`config.mk`:
```
export PLATFORM = sky130hd
export DESIGN_NAME = pipe_stall_ctrl
export DESIGN_NICKNAME = d
export VERILOG_FILES = /design/src/rtl/pipe_stall_ctrl.sv
export SDC_FILE = /design/constraint.sdc
export NUM_CORES = 1
export LEC_CHECK = 0
export BUFFER_PORTS_ARGS = -buffer_cell sky130_fd_sc_hd__buf_2
export CAP_MARGIN = 20
export CORE_UTILIZATION = 49
export CTS_CLUSTER_DIAMETER = 150
export DETAILED_ROUTE_END_ITERATION = 8
export MAX_ROUTING_LAYER = met4
export PLACE_DENSITY = 0.74
export RECOVER_POWER = 25
export SKIP_CTS_REPAIR_TIMING = 1
export SYNTH_ARGS = -nofsm -noshare
export SYNTH_HDL_FRONTEND = slang
export SYNTH_SLANG_ARGS = --single-unit
export TNS_END_PERCENT = 100
```
`constraint.sdc`:
```
create_clock -name clk -period 2.25 [get_ports clk]
set_input_delay 0.225 -clock clk [delete_from_list [all_inputs] [get_ports clk]]
set_output_delay 0.225 -clock clk [all_outputs]
set_load 0.01 [all_outputs]
```
`src/rtl/pipe_stall_ctrl.sv`:
```
// Pipeline sequencer for the 5-stage core: merges hazard stalls, redirects and
// data-memory waits into per-stage enables, with a memory watchdog and perf counters.
module pipe_stall_ctrl #(
   parameter int unsigned MEM_TIMEOUT = 16,
   parameter int unsigned CNT_W       = 32
) (
   input  logic             clk,
   input  logic             rst,
   input  logic             ld_stall,
   input  logic             br_stall,
   input  logic             br_taken,
   input  logic             jump,
   input  logic             mem_req,
   input  logic             mem_ready,
   output logic             pc_we,
   output logic             ifid_we,
   output logic             ifid_flush,
   output logic             idex_we,
   output logic             idex_bubble,
   output logic             exmem_we,
   output logic             memwb_bubble,
   output logic             busy_wait,
   output logic             mem_err,
   output logic [CNT_W-1:0] stall_cnt,
   output logic [CNT_W-1:0] flush_cnt
);

   localparam int unsigned WAIT_W = $clog2(MEM_TIMEOUT + 1);

   typedef enum logic [1:0] {S_RUN, S_MEM_WAIT, S_FAULT} state_t;

   state_t            r_state;
   logic [WAIT_W-1:0] r_wait_cnt;
   logic [CNT_W-1:0]  r_stall_cnt;
   logic [CNT_W-1:0]  r_flush_cnt;
   logic              r_mem_err;

   logic w_freeze;
   logic w_hz;
   logic w_redir;

   // Priority: memory freeze beats hazard stall beats redirect.
   assign w_freeze = ((r_state == S_RUN) & mem_req & ~mem_ready)
                   | ((r_state == S_MEM_WAIT) & ~mem_ready)
                   | (r_state == S_FAULT);
   assign w_hz     = ~w_freeze & (ld_stall | br_stall);
   assign w_redir  = ~w_freeze & ~w_hz & (br_taken | jump);

   always_ff @(posedge clk or posedge rst) begin
      if (rst) begin
         r_state     <= S_RUN;
         r_wait_cnt  <= '0;
         r_stall_cnt <= '0;
         r_flush_cnt <= '0;
         r_mem_err   <= 1'b0;
      end else begin
         if ((w_freeze | w_hz) && (r_state != S_FAULT) && (r_stall_cnt != '1))
            r_stall_cnt <= r_stall_cnt + CNT_W'(1);
         if (w_redir && (r_flush_cnt != '1))
            r_flush_cnt <= r_flush_cnt + CNT_W'(1);

         case (r_state)
            S_RUN: begin
               if (mem_req && !mem_ready) begin
                  r_state    <= S_MEM_WAIT;
                  r_wait_cnt <= WAIT_W'(1);
               end
            end
            S_MEM_WAIT: begin
               if (mem_ready) begin
                  r_state    <= S_RUN;
                  r_wait_cnt <= '0;
               end else if (r_wait_cnt == WAIT_W'(MEM_TIMEOUT)) begin
                  r_state   <= S_FAULT;
                  r_mem_err <= 1'b1;
               end else begin
                  r_wait_cnt <= r_wait_cnt + WAIT_W'(1);
               end
            end
            S_FAULT: r_mem_err <= 1'b1;
            default: begin
               r_state   <= S_FAULT;
               r_mem_err <= 1'b1;
            end
         endcase
      end
   end

   // Stage controls take effect in the same cycle; reset forces a safe idle pipe.
   always_comb begin
      pc_we        = 1'b1;
      ifid_we      = 1'b1;
      idex_we      = 1'b1;
      exmem_we     = 1'b1;
      idex_bubble  = 1'b0;
      memwb_bubble = 1'b0;
      ifid_flush   = 1'b0;
      if (rst) begin
         pc_we        = 1'b0;
         ifid_we      = 1'b0;
         idex_we      = 1'b0;
         exmem_we     = 1'b0;
         idex_bubble  = 1'b1;
         memwb_bubble = 1'b1;
      end else if (w_freeze) begin
         pc_we        = 1'b0;
         ifid_we      = 1'b0;
         idex_we      = 1'b0;
         exmem_we     = 1'b0;
         memwb_bubble = 1'b1;
      end else if (w_hz) begin
         pc_we       = 1'b0;
         ifid_we     = 1'b0;
         idex_bubble = 1'b1;
      end else if (w_redir) begin
         ifid_flush = 1'b1;
      end
   end

   assign busy_wait = ~rst & (r_state == S_MEM_WAIT);
   assign mem_err   = r_mem_err;
   assign stall_cnt = r_stall_cnt;
   assign flush_cnt = r_flush_cnt;

endmodule

```
==> After elaboration in Yosys (flattened, before gate mapping) <==
Index checks and enable logic that the tools add are counted.
{ "op_classes": {"n_addsub": 3, "eq_ne": 11, "muxes": 25, "bitwise": 18, "n_reduce_logical": 10} }
{ "op_table": {"columns": ["op", "n"], "rows": [
  ["$add 32x1->32 const B", 2],
  ["$ne 32x32->1 const B", 2],
  ["$mux 1", 16],
  ["$mux 5", 3],
  ["$pmux 5 s2", 1],
  ["$reduce_and 3->1", 3],
  ["$and 1x1->1", 7],
  ["$mux 2", 3],
  ["$not 1->1", 6],
  ["$pmux 2 s3", 1],
  ["$add 5x1->5 const B", 1],
  ["$eq 5x5->1 const B", 1],
  ["$or 1x1->1", 5],
  ["$logic_and 1x1->1", 4],
  ["$ne 2x1->1 const B", 2],
  ["$ne 2x2->1 const B", 2],
  ["$ne 3x2->1 const B", 1],
  ["$ne 3x3->1 const B", 1],
  ["$eq 2x1->1 const B", 1],
  ["$eq 2x2->1 const B", 1],
  ["$logic_not 2->1", 1],
  ["$pmux 1 s2", 1],
  ["$reduce_bool 2->1", 1],
  ["$logic_not 1->1", 1]
]} }
{ "word_totals": {"reg_bits": 72, "inputBits": 8, "out_inout_bits": 73, "word_cells": 72} }

==> Longest topological paths before layout <==
{ "depth": {"ltp_word": 14, "mapped_depth": 8, "depth_no_buf": 7} }

==> Worst setup path after synthesis <==
Ideal clock, no wire load.
{ "synth_path": {"path_type": "input-to-output", "start": "input port rst", "end": "output port pc_we", "arrival_time_ps": 2753, "t_required_ps": 2025, "setup_slack_ps": -728, "path_stages": 4, "path_buffers": 1, "path_cell_list": "inv_1 -> nand2b_1 -> nor3_1 -> buf_4"} }
{ "synth_via": {"elab_chain_cells": 1} }
{ "synth_rtl": {"columns": ["element", "line", "text"], "rows": [
  ["start: declaration", "8", "input logic rst,"],
  ["$mux 1", null, null],
  ["end: declaration", "15", "output logic pc_we,"]
]} }
No other way between the ends.

==> Worst setup path after layout <==
{ "layout_path": {"start": "register r_flush_cnt[0], in the netlist flush_cnt[0]", "end": "register r_flush_cnt[25], in the netlist flush_cnt[25]"} }
{ "layout_via": {"elab_chain_cells": 2, "word_cells_on_any_way": 3, "classes_between": "add/sub (1); eq/ne (1); reduce/logical (1)"} }
{ "layout_rtl": {"columns": ["element", "line", "text"], "rows": [
  ["start: declaration", "35", "logic [CNT_W-1:0] r_flush_cnt;"],
  ["start signal: assignment", "60", "r_flush_cnt <= r_flush_cnt + CNT_W'(1);"],
  ["branches (longest 2 deep; another with $add 32x1->32)", null, null]
]} }
Parallel ways; which one is timed is not known.
A chain may end at the register's enable or synchronous reset.

==> Implementation_results.wiki <==
{| class="wikitable"
! Metric !! Value
|-
| Total number of nets in the final design || 453
|-
| Type of element capturing the critical path || flip-flop
|-
| Cell row count || 30
|-
| EDFF count, synth || 0
|-
| Layout Utilization || 62.7%
|-
| Antenna Cells || 0
|-
| Average size of a mapped cell || 10.2 µm²
|-
| GPL Wtd Cong || 0.829
|-
| Sum of negative setup slack || 0 ns
|-
| 1st-pass router iterations || 4
|-
| RSZ-0062 raised after global routing || no
|-
| Run status || complete, no violations
|-
| Half-perimeter wire length of the detailed placement result || 5.59 mm
|-
| Most common flop cell mapped by yosys || dfrtp_1
|-
| Top achievable clock speed || 0.481 GHz
|-
| FF/Latch Area || 0.00180 mm²
|-
| Max_slew headroom || 36.0%
|-
| Number of levels in the clock H-tree || 3
|-
| CTS Root Buffer Type || clkbuf_8
|-
| Total routing resource utilization after global routing || 22.5%
|-
| MaxCap Viol Count || 0
|-
| Routed wire length per instance || 14.2 µm
|-
| Worst Setup Slack post-DPL || 0.126 ns
|-
| Clock slew at the register clock pins of the worst setup and hold paths || 0.07 ns
|-
| Largest clock skew in the final design || 0.00776 ns
|-
| Launching element type of the critical path || flip-flop
|-
| Maximum number of pins on one net before global-route repair || 40
|-
| Fin crit period || 2.08 ns
|-
| Floorplan die height || 86.9 µm
|-
| Die footprint || 0.00756 mm²
|-
| Area of the multi-input gates || 0.00166 mm²
|-
| Routed WL || 7.69 mm
|-
| Crit Path Class || flip-flop to flip-flop
|-
| Maximum vdd drop || 0.000269 V
|-
| Most used cells in the layout excluding fill and tap cells || 80 x buf_2, 72 x dfrtp_1, 31 x nand2_1, 31 x xnor2_1, 31 x xor2_1
|-
| Latest clock arrival within the worst-skew pair || 0.34 ns
|-
| TritonCTS clock tree || done
|-
| Area of placed instances || 0.00412 mm²
|-
| Number of primary I/O pins || 81
|-
| Proportion of synthesized flip-flops having asynchronous set or reset || 100%
|-
| Critical Path Fanout Max || 10
|-
| Horizontal die dimension || 86.9 µm
|-
| Share of layout cells above drive strength 1 || 26.7%
|-
| Hold Worst Slack || 0.191 ns
|-
| Pwr/cell area || 539 mW/mm²
|-
| Worst setup margin || 0.170 ns
|-
| Area overhead of the layout relative to synthesis || 21.8%
|-
| Ys Warns || 0
|-
| Post-synthesis register bit count || 72
|-
| Final hold vios || 0
|-
| Number of fill cells in the layout || 591
|-
| Total leakage power || 0.00224 µW
|-
| Longest Clk Path Bufs || 2
|-
| Number of unique standard cell types used by synthesis || 40
|-
| Fin. max-slew vios || 0
|-
| Period utilisation layout || 92.4%
|-
| Via-to-Cell Ratio || 5.37
|-
| Final global-route overflow total || 0
|-
| Worst hold path type || input port to flip-flop
|-
| Global-route wire length before repair || 12.8 mm
|-
| Finished layout cell area || 0.00431 mm²
|-
| Placeable core region || 0.00687 mm²
|-
| Setup violation total in the final timing report || 0
|-
| Netlist Area Pre-Place || 0.00354 mm²
|-
| Synth Instances || 345
|-
| # clock sinks || 72
|-
| Required time of the critical path || 2.47 ns
|-
| Antenna violations before repair || 0
|-
| Vias in the first global route || 2712
|-
| Post-route antenna net violation count || 0
|-
| Post-detailed-route DRC marker count || 0
|-
| Number of clock buffers inserted by TritonCTS || 9
|-
| Measured slew at the worst slew-check pin || 0.961 ns
|-
| Effective utilization at floorplan || 51.5%
|-
| PortBufs || 80
|-
| Post-synthesis sequential area ratio || 51.0%
|-
| Post-synthesis net count || 357
|-
| Total number of vias || 2912
|-
| Most common library cell in the layout ignoring fill and taps || buf_2
|-
| Iteration-0 DRC Markers || 114
|-
| Endpoint arrival time on the critical path || 2.30 ns
|}
## registers in the layout (all words and copies together) (netlist names)
name	flops
flush_cnt	32
stall_cnt	32
r_wait_cnt	5
r_state	2
mem_err	1
## synthesized netlist by cell type, drive strengths merged, types with 2 or more instances
| cell | n | share of area [%] |
|---|---|---|
| nand4bb | 2 | 0.64 |
| nor2b | 2 | 0.35 |
| nor2 | 17 | 1.8 |
| and4 | 5 | 1.2 |
| o2111ai | 2 | 0.50 |
| and2 | 5 | 0.88 |
| nand2 | 31 | 3.3 |
| nand2b | 4 | 0.71 |
| nor4 | 4 | 0.71 |
| nand3 | 24 | 3.4 |
| o21ai | 9 | 1.3 |
| ha | 4 | 1.4 |
| nor3 | 24 | 3.4 |
| o21bai | 2 | 0.53 |
| dfrtp | 72 | 51 |
| inv | 9 | 0.96 |
| buf | 8 | 1.5 |
| xnor2 | 31 | 7.7 |
| or4 | 2 | 0.53 |
| xor2 | 31 | 7.7 |
| o41ai | 2 | 0.50 |
| nand4 | 28 | 5.0 |
| and3 | 12 | 2.1 |
| or2 | 4 | 0.71 |
| a21oi | 2 | 0.28 |
## through the flow
stage / power (µW) / cells
finish: 2320 / 542
global route: 2410 / 542
CTS: 2360 / 542
detailed placement: 1370 / 526
global placement: 1370 / 526
floorplan: 1350 / 345
## power by group
group / internal, µW / switching, µW
Combinational: 12.0 / 35.1
Sequential: 1290 / 1.77
Clock: 511 / 466
## final timing paths
kind,endpoint,startpoint,cells past startpoint,slack [ns]
min in group asynchronous,flush_cnt[11]$_DFFE_PP0P_,rst,3,0.27
worst max-delay path,flush_cnt[25]$_DFFE_PP0P_,flush_cnt[0]$_DFFE_PP0P_,7,0.17
worst max register to register,flush_cnt[25]$_DFFE_PP0P_,flush_cnt[0]$_DFFE_PP0P_,7,0.17
worst min-delay path,r_state[1]$_DFFE_PP0P_,mem_ready,2,0.19
max in group asynchronous,flush_cnt[2]$_DFFE_PP0P_,rst,3,1.34
worst min register to register,mem_err$_DFFE_PP0P_,mem_err$_DFFE_PP0P_,1,0.47
## worst max-delay path, cell delays in order (launching register included)
cell and delay, ns:
dfrtp_1 0.43, ha_1 0.25, nand4_1 0.10, nor2_1 0.08
a31oi_1 0.59, buf_4 0.24, nand4_1 0.11, xnor2_1 0.15
## layer usage
layer	up-vias	global-route usage, %	wire length (µm)
met2	73	33.4	3580
li1	1412	-	-
met5	-	-	0
met3	16	4.17	345
met1	1411	30.7	3610
met4	0	8.94	150
## cell families (layout without fill, tap and decap cells)
group           after synthesis  after routing  synth area share (%)
simple gates                168            168                  25.7
flops                        72             72                  51.0
xor+xnor                     62             62                  15.4
compound gates               21             21                  4.07
buf+inv                      18            119                  2.51
fa+ha+maj                     4              4                  1.42
## final cells by class
cell class              instances  share of cell area, %
multi-input cells             255                   38.5
clock inverters                 5                   1.34
well taps                      96                   2.79
flip-flops and latches         72                   41.8
clock buffers                  11                   3.05
repair buffers                 94                   11.6
inverters                       9                  0.814
Power figures use the tool's default switching activity.
